==> config.mk <==
export PLATFORM = sky130hd
export DESIGN_NAME = grid_transition_decoder
export DESIGN_NICKNAME = d
export VERILOG_FILES = /design/src/rtl/q_grid_pkg.sv /design/src/rtl/grid_action_decode.sv /design/src/rtl/grid_transition_decoder.sv
export SDC_FILE = /design/constraint.sdc
export NUM_CORES = 1
export LEC_CHECK = 0
export CAP_MARGIN = 20
export CORE_AREA = 2 2 80 82
export DETAILED_ROUTE_END_ITERATION = 10
export DIE_AREA = 0 0 82 84
export PLACE_DENSITY = 0.72
export SYNTH_ARGS = -nofsm -noshare
export SYNTH_HDL_FRONTEND = slang
export SYNTH_SLANG_ARGS = --single-unit
export TNS_END_PERCENT = 30
==> constraint.sdc <==
create_clock -name i_clk -period 3.2 [get_ports i_clk]
set_clock_uncertainty 0.1 [all_clocks]
set_input_delay 0.64 -clock i_clk [delete_from_list [all_inputs] [get_ports i_clk]]
set_output_delay 0.64 -clock i_clk [all_outputs]
set_load 0.005 [all_outputs]
==> src/rtl/q_grid_pkg.sv <==
// Shared constants and types for the 5x5 grid-world Q-learning datapath.
package q_grid_pkg;

  localparam int unsigned STATES_WIDTH  = 5;
  localparam int unsigned ACTIONS_WIDTH = 2;
  localparam int unsigned STEP_WIDTH    = 8;
  localparam int unsigned NUM_STATES    = 25;
  localparam int unsigned GRID_W        = 5;

  localparam logic [STATES_WIDTH-1:0] GOAL_STATE = STATES_WIDTH'(24);

  localparam logic [ACTIONS_WIDTH-1:0] ACT_UP    = 2'b00;
  localparam logic [ACTIONS_WIDTH-1:0] ACT_DOWN  = 2'b01;
  localparam logic [ACTIONS_WIDTH-1:0] ACT_RIGHT = 2'b10;
  localparam logic [ACTIONS_WIDTH-1:0] ACT_LEFT  = 2'b11;

  typedef enum logic {
    ST_IDLE   = 1'b0,
    ST_ACTIVE = 1'b1
  } fsm_state_t;

endpackage

==> src/rtl/grid_action_decode.sv <==
// Combinational inverse of the grid next-state function: (prev, cur) -> action.
module grid_action_decode
  import q_grid_pkg::*;
(
  input  logic [STATES_WIDTH-1:0]  prev,
  input  logic [STATES_WIDTH-1:0]  cur,
  output logic [ACTIONS_WIDTH-1:0] at,
  output logic                     blocked,
  output logic                     illegal
);

  localparam logic [STATES_WIDTH-1:0] N_ST     = STATES_WIDTH'(NUM_STATES);
  localparam logic [STATES_WIDTH-1:0] ROW_STEP = STATES_WIDTH'(GRID_W);
  localparam logic [STATES_WIDTH-1:0] LAST_ROW = STATES_WIDTH'(NUM_STATES - GRID_W);
  localparam logic [STATES_WIDTH-1:0] ONE      = STATES_WIDTH'(1);
  localparam logic [2:0]              LAST_COL = 3'(GRID_W - 1);

  logic [2:0] col;

  // Column of the previous state within its row.
  always_comb begin
    col = 3'(prev % ROW_STEP);
  end

  // Priority decode: real moves first, then the column-0 wrap to state 0, then walls.
  always_comb begin
    at      = ACT_UP;
    blocked = 1'b0;
    illegal = 1'b0;
    if (prev >= N_ST || cur >= N_ST) begin
      illegal = 1'b1;
    end else if (prev >= ROW_STEP && cur == prev - ROW_STEP) begin
      at = ACT_UP;
    end else if (prev < LAST_ROW && cur == prev + ROW_STEP) begin
      at = ACT_DOWN;
    end else if (col != LAST_COL && cur == prev + ONE) begin
      at = ACT_RIGHT;
    end else if (col != 3'd0 && cur == prev - ONE) begin
      at = ACT_LEFT;
    end else if (cur == '0 && col == 3'd0 && prev != '0) begin
      at = ACT_LEFT;
    end else if (cur == prev) begin
      blocked = 1'b1;
      if (prev < ROW_STEP) begin
        at = ACT_UP;
      end else if (prev >= LAST_ROW) begin
        at = ACT_DOWN;
      end else if (col == LAST_COL) begin
        at = ACT_RIGHT;
      end else if (prev == '0) begin
        // Shadowed by the top-row case; retained so every wall is named.
        at = ACT_LEFT;
      end else begin
        blocked = 1'b0;
        illegal = 1'b1;
      end
    end else begin
      illegal = 1'b1;
    end
  end

endmodule

==> src/rtl/grid_transition_decoder.sv <==
// Recovers the agent's action from consecutive grid states; single output register stage.
module grid_transition_decoder
  import q_grid_pkg::*;
(
  input  logic                     i_clk,
  input  logic                     i_rst_n,
  input  logic                     i_valid,
  output logic                     o_ready,
  input  logic [STATES_WIDTH-1:0]  i_st,
  input  logic                     i_start,
  output logic                     o_valid,
  input  logic                     i_ready,
  output logic [STATES_WIDTH-1:0]  o_prev_st,
  output logic [STATES_WIDTH-1:0]  o_next_st,
  output logic [ACTIONS_WIDTH-1:0] o_at,
  output logic                     o_blocked,
  output logic                     o_illegal,
  output logic                     o_goal,
  output logic [STEP_WIDTH-1:0]    o_step_cnt
);

  fsm_state_t                 state;
  logic [STATES_WIDTH-1:0]    prev;
  logic [STEP_WIDTH-1:0]      step;
  logic [STEP_WIDTH-1:0]      step_next;
  logic                       accept;
  logic                       is_goal;
  logic [ACTIONS_WIDTH-1:0]   dec_at;
  logic                       dec_blocked;
  logic                       dec_illegal;

  // Output register may be refilled whenever it is empty or draining this cycle.
  assign o_ready = !o_valid || i_ready;
  assign accept  = i_valid && o_ready;
  assign is_goal = (i_st == GOAL_STATE);

  // Saturating episode step count.
  always_comb begin
    step_next = (step == '1) ? step : step + STEP_WIDTH'(1);
  end

  grid_action_decode u_decode (
    .prev    (prev),
    .cur     (i_st),
    .at      (dec_at),
    .blocked (dec_blocked),
    .illegal (dec_illegal)
  );

  // Episode FSM, previous-state/step tracking and output register.
  always_ff @(posedge i_clk or negedge i_rst_n) begin
    if (!i_rst_n) begin
      state      <= ST_IDLE;
      prev       <= '0;
      step       <= '0;
      o_valid    <= 1'b0;
      o_prev_st  <= '0;
      o_next_st  <= '0;
      o_at       <= '0;
      o_blocked  <= 1'b0;
      o_illegal  <= 1'b0;
      o_goal     <= 1'b0;
      o_step_cnt <= '0;
    end else begin
      if (o_valid && i_ready) begin
        o_valid <= 1'b0;
      end
      if (accept) begin
        prev <= i_st;
        case (state)
          ST_IDLE: begin
            step  <= '0;
            state <= ST_ACTIVE;
          end
          ST_ACTIVE: begin
            if (i_start) begin
              step <= '0;
            end else begin
              step       <= step_next;
              o_valid    <= 1'b1;
              o_prev_st  <= prev;
              o_next_st  <= i_st;
              o_at       <= dec_at;
              o_blocked  <= dec_blocked;
              o_illegal  <= dec_illegal;
              o_goal     <= is_goal;
              o_step_cnt <= step_next;
              if (is_goal) begin
                state <= ST_IDLE;
              end
            end
          end
          default: state <= ST_IDLE;
        endcase
      end
    end
  end

endmodule

==> qor.yml <==
floorplan:
  die_h_um: 84
  core_um2: 6100
  die_w_um: 82
  ios: 35
  rows: 29
  die-area_um2: 6890
  initial_core_util: 0.427
layout:
  postLayoutCellArea_um2: 3160
  fin_nets: 366
  final_util: 0.518
  syn2layout_area_growth_pct: 21.2
  final_cell_mix: "nand2_1, dfrtp_1, o21ai_0"
  final_common_cell: "nand2_1"
  drive_gt1_frac: 0.106
  antenna_cells: 0
yosys:
  synth-edff-count: 0
  syn-num-nets: 326
  synthesis.area_um2: 2600
  synthCells: 308
  synth_seq_cells: 38
  yosys.area.top_type: "dfrtp_1"
  avgSynthCellArea_um2: 8.46
  ys_warn_count: 0
  async_flop_share: 1.00
  ys_seq_area_frac: 0.365
  synth_ff_type: "dfrtp_1"
  synth_cell_types: 59
  synth_top_area_share: 0.365
  synth.area.top_cells: "dfrtp_1, nand2_1, o21ai_0"
drt:
  first_pass_iters: 5
  wl_per_cell_um: 14.8
  via_per_inst: 5.67
  routed_wl_um: 6320
  drt_iter0_drc: 145
  ant_nets: 0
  drc: 0
  vias: 2415
clock_network:
  cts.reportedPaths.clkPinSlew_ns: 0.08
  clk_path_buf_depth: 2
  worstSkewPairLatency_ns: 0.29
  postCtsResizedCells: 0
  cts.htree.levels: 2
  hold_buffers: 0
  cts_setup_buffers: 0
  cts_tree: "yes"
  cts_sinks: 38
  cts_buffers: 5
  cts_root_buf: "clkbuf_8"
placed_design:
  dp_hpwl_um: 4720
  place_area_um2: 3060
  dp_slack_ns: 0.197
  port_buffers: 34
  gp_congestion: 0.940
timing:
  fin_ws_ns: 0.275
  setup_viol: 0
  finalHoldViolations: 0
  tightest_slew_ns: 0.826
  setup_tns_ns: 0
  fmax_mhz: 342
  final-max-slew-violation-count: 0
  timing.slew.headroom: 0.449
  rsz0062_at_grt: "false"
  fin_crit_ns: 2.92
  holdWs_ns: 0.340
  min_period_over_period: 0.914
power:
  p_per_area_nw_per_um2: 485
  p_leak_nw: 1.35
  ir_worst_vdd_uv: 443
global_route:
  grt_usage: 0.197
  grt_max_degree: 39
  antenna_found_initial: 0
  grt_pass1_vias: 2308
  grt_pass1_wl_um: 10700
  overflow: 0
worst_setup_path:
  cp-start-kind: "flip-flop"
  rrSetupSlack_ns: 0.28
  path_class: "reg -> reg"
  rr_endpoint: "o_at[1]"
  r2r_start: "prev[1]"
  cp.arrival_ns: 3.01
  worst_setup_path_end_kind: "flip-flop"
  critPathMaxFanout: 6
  r2r_cells: 10
  required_ns: 3.28
job:
  cap_violations: 0
outcome:
  status: "completed"
worst_hold_path:
  hp-class: "in -> async"
## cells in the mapped netlist (all sizes together) (2+ instances only)
master / instances
a32o: 2
a21oi: 12
and2: 3
nor2: 20
xor2: 10
inv: 4
nor4b: 2
o31ai: 5
and3b: 3
a21o: 4
nand3b: 2
o21a: 2
nand4: 3
clkbuf: 5
or4b: 2
mux2: 2
a221o: 2
nand3: 14
a2111oi: 2
ha: 8
nor3: 7
xnor2: 10
o21ai: 38
nand2: 59
mux2i: 2
nor4: 2
dfrtp: 38
nor3b: 2
a211oi: 2
nand2b: 4
buf: 14
a31oi: 5
## worst max-delay path, cell delays in order, from the launching register on
cell and delay, ns:
dfrtp_1 0.43, ha_1 0.27, nand3_1 0.09, o21ai_0 0.08, a21oi_1 0.11, ha_1 0.24
or4b_1 0.54, nand4_1 0.17, a31oi_1 0.10, o31a_1 0.36, a221o_1 0.32
## worst max-delay path by stage
stage                        from       to  slack, ns  cells after the start
after detailed placement  i_st[4]  o_at[1]       0.20                      8
after floorplan           prev[0]  o_at[1]       0.15                     12
after global routing      prev[1]  o_at[1]       0.04                     12
after CTS                 prev[1]  o_at[1]       0.29                     10
final                     prev[1]  o_at[1]       0.28                     10
after global placement    i_st[4]  o_at[1]       0.26                      8
## logic make-up (layout without fill, tap and decap cells)
logic type / Yosys count / count (layout) / synth area share
AO/OA/AOI/OAI: 85 / 85 / 0.210
multiplexers: 4 / 4 / 0.0163
XOR/XNOR: 20 / 20 / 0.0773
buffers and inverters: 23 / 64 / 0.0475
adder cells (fa/ha/maj): 8 / 8 / 0.0384
AND/OR/NAND/NOR: 130 / 130 / 0.245
flip-flops: 38 / 38 / 0.365
## registers in the layout, indices dropped and copies added (netlist names)
register    flops
o_blocked       1
step            8
o_next_st       5
o_valid         1
o_at            2
state           1
o_goal          1
o_prev_st       5
o_illegal       1
o_step_cnt      8
prev            5
## cell type report
type	instances	area (um2)
fill	585	2940
multi-input combinational	247	1530
sequential	38	951
timing repair buffer	52	470
tap	77	96.3
clock buffer	6	82.6
inverter	4	15.0
clock inverter	2	12.5
## metrics by stage
step,cells,total power [mW]
global placement,418,1.18
CTS,426,1.54
finish,426,1.53
global route,426,1.63
floorplan,308,0.964
detailed placement,418,1.19
## where the power goes
group | leakage, nW | internal (mW) | total (mW) | switching, mW
sequential | 0.489 | 0.537 | 0.582 | 0.0452
combinational | 0.815 | 0.281 | 0.597 | 0.315
clock | 0.0472 | 0.173 | 0.353 | 0.179
## layer usage
layer | routed length, um | vias up | global-route usage
met5 | 0 | - | 0
met4 | 97 | 0 | 0.0621
met3 | 342 | 10 | 0.0325
met2 | 3070 | 87 | 0.319
met1 | 2820 | 1138 | 0.266
li1 | - | 1180 | -
No activity file was read; power rests on OpenSTA's default activity.
